===== src/rtl/sram_wb_pkg.sv =====
// rtl/sram_wb_pkg.sv - shared constants, FSM state type and window decode for the SRAM Wishbone slave
package sram_wb_pkg;

  localparam int DEF_DATA_WIDTH = 32;
  localparam int DEF_NUM_WMASKS = DEF_DATA_WIDTH / 8;
  localparam int DEF_ADDR_WIDTH = 11;
  localparam logic [31:0] DEF_BASE_ADDR = 32'h3000_0000;

  typedef enum logic [2:0] {
    IDLE     = 3'd0,
    WR       = 3'd1,
    RD_ISSUE = 3'd2,
    RD_DATA  = 3'd3,
    ACK      = 3'd4
  } state_t;

  // True when every address bit above the SRAM word/byte offset matches the base.
  function automatic logic window_hit(logic [31:0] adr, logic [31:0] base, int unsigned addr_width);
    logic [31:0] diff;
    diff = (adr ^ base) >> (addr_width + 2);
    return diff == 32'd0;
  endfunction

endpackage


===== src/rtl/sram_wb_ctrl.sv =====
// rtl/sram_wb_ctrl.sv - Wishbone classic slave driving a 1W/1R SRAM macro (posedge capture, negedge access)
module sram_wb_ctrl #(
  parameter int DATA_WIDTH = sram_wb_pkg::DEF_DATA_WIDTH,
  parameter int NUM_WMASKS = sram_wb_pkg::DEF_NUM_WMASKS,
  parameter int ADDR_WIDTH = sram_wb_pkg::DEF_ADDR_WIDTH,
  parameter logic [31:0] BASE_ADDR = sram_wb_pkg::DEF_BASE_ADDR
) (
  input  logic                  wb_clk_i,
  input  logic                  wb_rst_i,
  input  logic                  wbs_cyc_i,
  input  logic                  wbs_stb_i,
  input  logic                  wbs_we_i,
  input  logic [NUM_WMASKS-1:0] wbs_sel_i,
  input  logic [31:0]           wbs_adr_i,
  input  logic [DATA_WIDTH-1:0] wbs_dat_i,
  output logic                  wbs_ack_o,
  output logic [DATA_WIDTH-1:0] wbs_dat_o,
  output logic                  sram_csb0,
  output logic [NUM_WMASKS-1:0] sram_wmask0,
  output logic [ADDR_WIDTH-1:0] sram_addr0,
  output logic [DATA_WIDTH-1:0] sram_din0,
  output logic                  sram_csb1,
  output logic [ADDR_WIDTH-1:0] sram_addr1,
  input  logic [DATA_WIDTH-1:0] sram_dout1,
  output logic                  busy_o
);
  import sram_wb_pkg::*;

  state_t                state;
  logic                  hit;
  logic [ADDR_WIDTH-1:0] word_addr;

  assign hit       = wbs_cyc_i & wbs_stb_i & window_hit(wbs_adr_i, BASE_ADDR, ADDR_WIDTH);
  assign word_addr = wbs_adr_i[ADDR_WIDTH+1:2];

  always_ff @(posedge wb_clk_i) begin
    if (wb_rst_i) begin
      state       <= IDLE;
      sram_csb0   <= 1'b1;
      sram_wmask0 <= '0;
      sram_addr0  <= '0;
      sram_din0   <= '0;
      sram_csb1   <= 1'b1;
      sram_addr1  <= '0;
      wbs_ack_o   <= 1'b0;
      wbs_dat_o   <= '0;
      busy_o      <= 1'b0;
    end else begin
      case (state)
        IDLE: begin
          if (hit) begin
            busy_o <= 1'b1;
            if (wbs_we_i) begin
              sram_csb0   <= 1'b0;
              sram_wmask0 <= wbs_sel_i;
              sram_addr0  <= word_addr;
              sram_din0   <= wbs_dat_i;
              state       <= WR;
            end else begin
              sram_csb1  <= 1'b0;
              sram_addr1 <= word_addr;
              state      <= RD_ISSUE;
            end
          end
        end
        // The macro samples port 0 on this edge, so the write commits even if the master has gone.
        WR: begin
          sram_csb0   <= 1'b1;
          sram_wmask0 <= '0;
          wbs_ack_o   <= wbs_cyc_i;
          state       <= ACK;
        end
        RD_ISSUE: begin
          sram_csb1 <= 1'b1;
          state     <= RD_DATA;
        end
        // dout1 settled on the negedge after capture; it is held in wbs_dat_o until the next read.
        RD_DATA: begin
          wbs_dat_o <= sram_dout1;
          wbs_ack_o <= wbs_cyc_i;
          state     <= ACK;
        end
        ACK: begin
          wbs_ack_o <= 1'b0;
          busy_o    <= 1'b0;
          state     <= IDLE;
        end
        default: begin
          sram_csb0   <= 1'b1;
          sram_wmask0 <= '0;
          sram_csb1   <= 1'b1;
          wbs_ack_o   <= 1'b0;
          busy_o      <= 1'b0;
          state       <= IDLE;
        end
      endcase
    end
  end

endmodule

===== config.mk =====
export PLATFORM = sky130hd
export DESIGN_NAME = sram_wb_ctrl
export DESIGN_NICKNAME = d
export VERILOG_FILES = /design/src/rtl/sram_wb_pkg.sv /design/src/rtl/sram_wb_ctrl.sv
export SDC_FILE = /design/constraint.sdc
export NUM_CORES = 1
export LEC_CHECK = 0
export ABC_AREA = 1
export CAP_MARGIN = 10
export CORE_ASPECT_RATIO = 0.75
export CORE_MARGIN = 1
export CORE_UTILIZATION = 36
export CTS_CLUSTER_SIZE = 30
export DETAILED_ROUTE_END_ITERATION = 12
export PLACE_DENSITY = 0.74
export SYNTH_ARGS = -nofsm -noshare
export SYNTH_HDL_FRONTEND = slang
export SYNTH_SLANG_ARGS = --single-unit

===== constraint.sdc =====
create_clock -name wb_clk_i -period 1.3 [get_ports wb_clk_i]
set_input_delay 0.325 -clock wb_clk_i [delete_from_list [all_inputs] [get_ports wb_clk_i]]
set_output_delay 0.325 -clock wb_clk_i [all_outputs]
set_load 0.01 [all_outputs]

== Word-level counts from Yosys, hierarchy flattened ==
Index checks and enable logic that the tools add are counted.

* Flip-flop bits (word level): 97
* Output and inout port bits: 94
* Logic and storage cells: 51

* Equality and inequality tests: 7
* Mux-type cells: 15
* Bitwise logic cells: 7
* Reduce and logical (&&, ||, !) cells: 12

{| class="wikitable"
|+ Operators with widths
! cell !! number
|-
| logical NOT 32 bit || 1
|-
| AND reduction 3 bit || 4
|-
| case mux 3 bit (3 select lines) || 1
|-
| OR reduction 3 bit || 3
|-
| two-way mux 4 bit || 2
|-
| case mux 1 bit (2 select lines) || 4
|-
| case mux 4 bit (2 select lines) || 1
|-
| == test 3 x 2 -> 1 bit, second input constant || 2
|-
| != test 2 bit, second input constant || 3
|-
| two-way mux 1 bit || 5
|-
| NOT 1 bit || 4
|-
| OR reduction 2 bit || 2
|-
| == test 3 x 1 -> 1 bit, second input constant || 1
|-
| == test 3 bit, second input constant || 1
|-
| logical NOT 3 bit || 1
|-
| two-way mux 3 bit || 1
|-
| bitwise AND 1 bit || 2
|-
| two-way mux 2 bit || 1
|-
| NOT 2 bit || 1
|-
| AND reduction 2 bit || 1
|}

== Longest topological paths before layout ==
* Depth in word-level cells: 5
* Mapped depth: 10
* Gate-level depth less buffers: 9

== Worst setup path before layout ==
No wires, ideal clock.

* Path type: input port to flip-flop
* Start point: input wbs_adr_i[25]
* End point: register sram_din0[16]
* Library setup time: 141 ps
* Arrival: 1,234 ps
* Required time: 1,159 ps
* Setup slack: -74 ps
* Stages: 8
* Path through: nor2_1 > nand2_1 > nor2_1 > nand3_1 > buf_4 > buf_4 > nor3_2 > nor3_2

* Word-level cells in the longest chain between the ends: 3

{| class="wikitable"
|+ RTL lines
! what !! line !! source
|-
| from (decl) || sram_wb_ctrl.sv:14 || <nowiki>input logic [31:0] wbs_adr_i,</nowiki>
|-
| logical NOT 32 bit || sram_wb_pkg.sv:21 || <nowiki>return diff == 32'd0;</nowiki>
|-
| bitwise AND 1 bit || sram_wb_ctrl.sv:33 || <nowiki>assign hit = wbs_cyc_i & wbs_stb_i & window_hit(wbs_adr_i, BASE_ADDR, ADDR_WIDTH);</nowiki>
|-
| AND reduction 3 bit (no source line) || -- ||
|-
| to (signal assigned) || sram_wb_ctrl.sv:57 || <nowiki>sram_din0 <= wbs_dat_i;</nowiki>
|-
| to (decl) || sram_wb_ctrl.sv:21 || <nowiki>output logic [DATA_WIDTH-1:0] sram_din0,</nowiki>
|}

No other way between the ends.
A chain may end at the register's enable or synchronous reset.

== Worst setup path in the final report ==
* Start point: register state[1]
* End point: register sram_addr1[9]

* Word-level cells in the longest chain between the ends: 2

{| class="wikitable"
|+ RTL lines
! what !! line !! source
|-
| from (decl) || sram_wb_ctrl.sv:29 || <nowiki>state_t state;</nowiki>
|-
| from (signal assigned) || sram_wb_ctrl.sv:38 || <nowiki>state <= IDLE;</nowiki>
|-
| from (signal assigned) || sram_wb_ctrl.sv:58 || <nowiki>state <= WR;</nowiki>
|-
| from (signal assigned) || sram_wb_ctrl.sv:62 || <nowiki>state <= RD_ISSUE;</nowiki>
|-
| logical NOT 3 bit || sram_wb_ctrl.sv:49 || <nowiki>case (state)</nowiki>
|-
| AND reduction 3 bit (no source line) || -- ||
|-
| to (signal assigned) || sram_wb_ctrl.sv:61 || <nowiki>sram_addr1 <= word_addr;</nowiki>
|-
| to (decl) || sram_wb_ctrl.sv:23 || <nowiki>output logic [ADDR_WIDTH-1:0] sram_addr1,</nowiki>
|}

No other way between the ends.

==> results.toml <==
[grt]
grt_antenna_before_repair = 0
grt-ovfl-total = 0
grt_max_degree = 64
grt_pass1_wl_mm = 21.1
grt_pass1_vias = 4181
grt_util_all_layers_pct = 24.1

[final_layout]
area_growth_pct = 87.0
antennaDiodeCount = 0
final_cell_area_mm2 = 0.00735
nFillCells = 784
drive_gt1_share_pct = 42.3
nets = 805

[drt]
routed_via_density = 4.94
antenna_left = 0
drt_iter0_drc = 216
routedWlPerCell_um = 16.2
wl_mm = 13.6
drt-pass1-iter-count = 4
vias = 4148
drcViolationCount = 0

[sta]
clock-skew-final_ps = 8.56
setup_viol = 61
post-route-period-util_pct = 118
min_period_ps = 1530
tightestPinTransition_ps = 365
fmax_mhz = 653
rsz0062_at_grt = "yes"
hold_slack_ps = 389
drv_slew = 0
worst_slack_ps = -230
finalHoldViolCount = 0
slew_headroom_pct = 75.7

[critical_path]
path_buf_inv = 3
required_ps = 1530
critPathLaunchType = "flip-flop"
worst_setup_path_end_kind = "flip-flop"
critPathKind = "flip-flop to flip-flop"
critical_path.cell_chain = "nor2_4, nand2_2, buf_4, nor2_4, inv_4, nor2_4, buf_6, nor2_2, nor3_1"
slowest_delay_ps = 330
crit_slowest_cell = "dfxtp_2"
critPathMaxFanout = 6
cpMostUsedCell = "nor2_4"
path_delay_family = "simple AND/OR/NAND/NOR gates"
arrival_ps = 1760

[clock_tree]
clock_latency_ps = 340
cts_sinks = 97
cts_tree = "yes"
cts_buffers = 9
cts_buffer_depth = 2
postCtsHoldBufs = 0
path_clk_slew_ps = 60
cts.htree.levels = 3
cts-root-buf = "clkbuf_16"

[synthesis]
synth_area_mm2 = 0.00393
yosys-top-cells-area = "dfxtp_1 (49%), nor3_2 (15%), nor2_1 (13%)"
synth_edf_count = 0
async_flop_share_pct = 0
yosysMostFrequentCell = "nor2_1"
ys.flop_type = "dfxtp_1"
ys_types = 19
synth_seq_cells = 97
syn_inst = 468
yosys-top-cells-count = "nor2_1 (140), dfxtp_1 (97), nor3_2 (60)"
ys_warn_count = 0
synth_top_area_cell = "dfxtp_1"
synth_nets = 573
yosysSeqAreaShare_pct = 49.4
avgSynthCellArea_um2 = 8.39
yosys.area.top_type_share_pct = 49.4

[pwr]
internal_power_w = 0.00488
p_sw_w = 0.00140
p_per_area_mw_per_mm2 = 854
p_leak_nw = 2.99
power_w = 0.00628
power_frac_comb_pct = 10.5
seq_power_share_pct = 47.3
vdd_drop_max_mv = 0.571
switching_share_pct = 22.3
clkPwrFrac_pct = 42.2

[placed_design]
gp_congestion = 0.783
hpwl_mm = 8.12
placed_cell_area_mm2 = 0.00624
portBuffers = 196

[floorplanning]
die_width_um = 123
ios = 199
dieArea_mm2 = 0.0113
chipHeight_um = 92.5
core_region_area_mm2 = 0.0105
std_cell_rows = 32
start_util_pct = 37.6

[run]
max_cap_viol_count = 0

[status]
failed_checks = "negative setup slack"
status = "complete, but fails checks"

[min_path]
hp-class = "input pin to flip-flop"
power by group through the flow:
stage	Sequential [W]	Clock, W	Combinational [W]
4_1_cts	0.00297	0.00269	0.000614
2_1_floorplan	0.00304	0	0.000126
3_3_place_gp	0.00304	0	0.000507
6_report	0.00297	0.00265	0.000660
5_1_grt	0.00297	0.00285	0.000698
3_5_place_dp	0.00304	0	0.000510
logic make-up after synthesis:
logic type	count (synthesis)	synth area share [%]
AOI/OAI and AO/OA	42	5.35
buffers and inverters	46	6.21
DFF	97	49.4
and+or+nand+nor	283	39.0
sequential cells by signal, summed over array words and instances, names as in the netlist:
name	flops
sram_addr1	11
sram_addr0	11
sram_csb1	1
state	3
wbs_dat_o	32
busy_o	1
sram_csb0	1
sram_wmask0	4
wbs_ack_o	1
sram_din0	32
final timing paths:
kind / start / endpoint / slack (ps) / depth (start not counted)
max: state[1] / sram_addr1[9] / -230 / 9
min: wbs_cyc_i / wbs_ack_o / 390 / 4
min reg2reg: sram_csb0 / sram_csb0 / 450 / 2
max reg2reg: state[1] / sram_addr1[9] / -230 / 9
through the flow:
| step | setup TNS, ps | utilization (%) | std cells | worst slack (ps) |
|---|---|---|---|---|
| after floorplan | -754 | - | 468 | -23.1 |
| after global placement | -37150 | 59.7 | 791 | -630 |
| after detailed placement | -38770 | 59.7 | 791 | -681 |
| after CTS | -6610 | 70.2 | 844 | -240 |
| after global routing | -9850 | 70.3 | 840 | -261 |
| final | -5940 | 70.3 | 840 | -230 |
layout make-up:
type	count	area (um^2)	share of cell area, %
multi-input cells	325	2320	31.6
repair buffers	254	2550	34.7
flip-flops and latches	97	1950	26.6
clock inverters	5	56.3	0.766
well taps	136	170	2.32
inverters	13	56.3	0.766
clock buffers	10	239	3.25
layer usage:
metal | global-route usage [%] | vias to the layer above | wire length (um)
li1 | - | 2011 | -
met1 | 29.7 | 1971 | 5760
met3 | 5.48 | 24 | 740
met5 | 0 | - | 0
met4 | 7.42 | 0 | 300
met2 | 41.5 | 142 | 6790
layout by cell type (no fill, tap or decap), types with 2 or more instances in the layout:
cell / n
dfxtp_2: 7
nand2_2: 5
buf_4: 20
dfxtp_1: 89
nor2_1: 105
buf_8: 4
buf_16: 4
buf_12: 18
a21oi_2: 3
clkdlybuf4s15_1: 48
clkinv_2: 2
o21ai_2: 19
dlygate4sd2_1: 12
o21ai_1: 14
clkbuf_2: 34
buf_2: 14
clkbuf_16: 10
o21ai_0: 2
nand2_4: 4
inv_1: 8
a21oi_1: 4
nor3_4: 30
nor2_4: 11
nand2_1: 18
nor3_2: 53
inv_4: 3
nor3_1: 26
nor2_2: 27
clkdlybuf4s50_1: 79
buf_6: 19
inv_2: 2
timing repair:
item / in CTS / in global routing
pin swaps: 40 / 39
buffers inserted: 27 / 8
setup endpoints to repair: 167 / 177
cloned: 13 / 1
resized for setup: 283 / 214
worst register-to-register path, cell delays in order (launching register included):
cell     delay [ps]
dfxtp_2         330
nor2_4          110
nand2_2          70
buf_4           140
nor2_4          130
inv_4            60
nor2_4          160
buf_6           160
nor2_2           50
nor3_1          220
No activity file was read; power rests on OpenSTA's default activity.
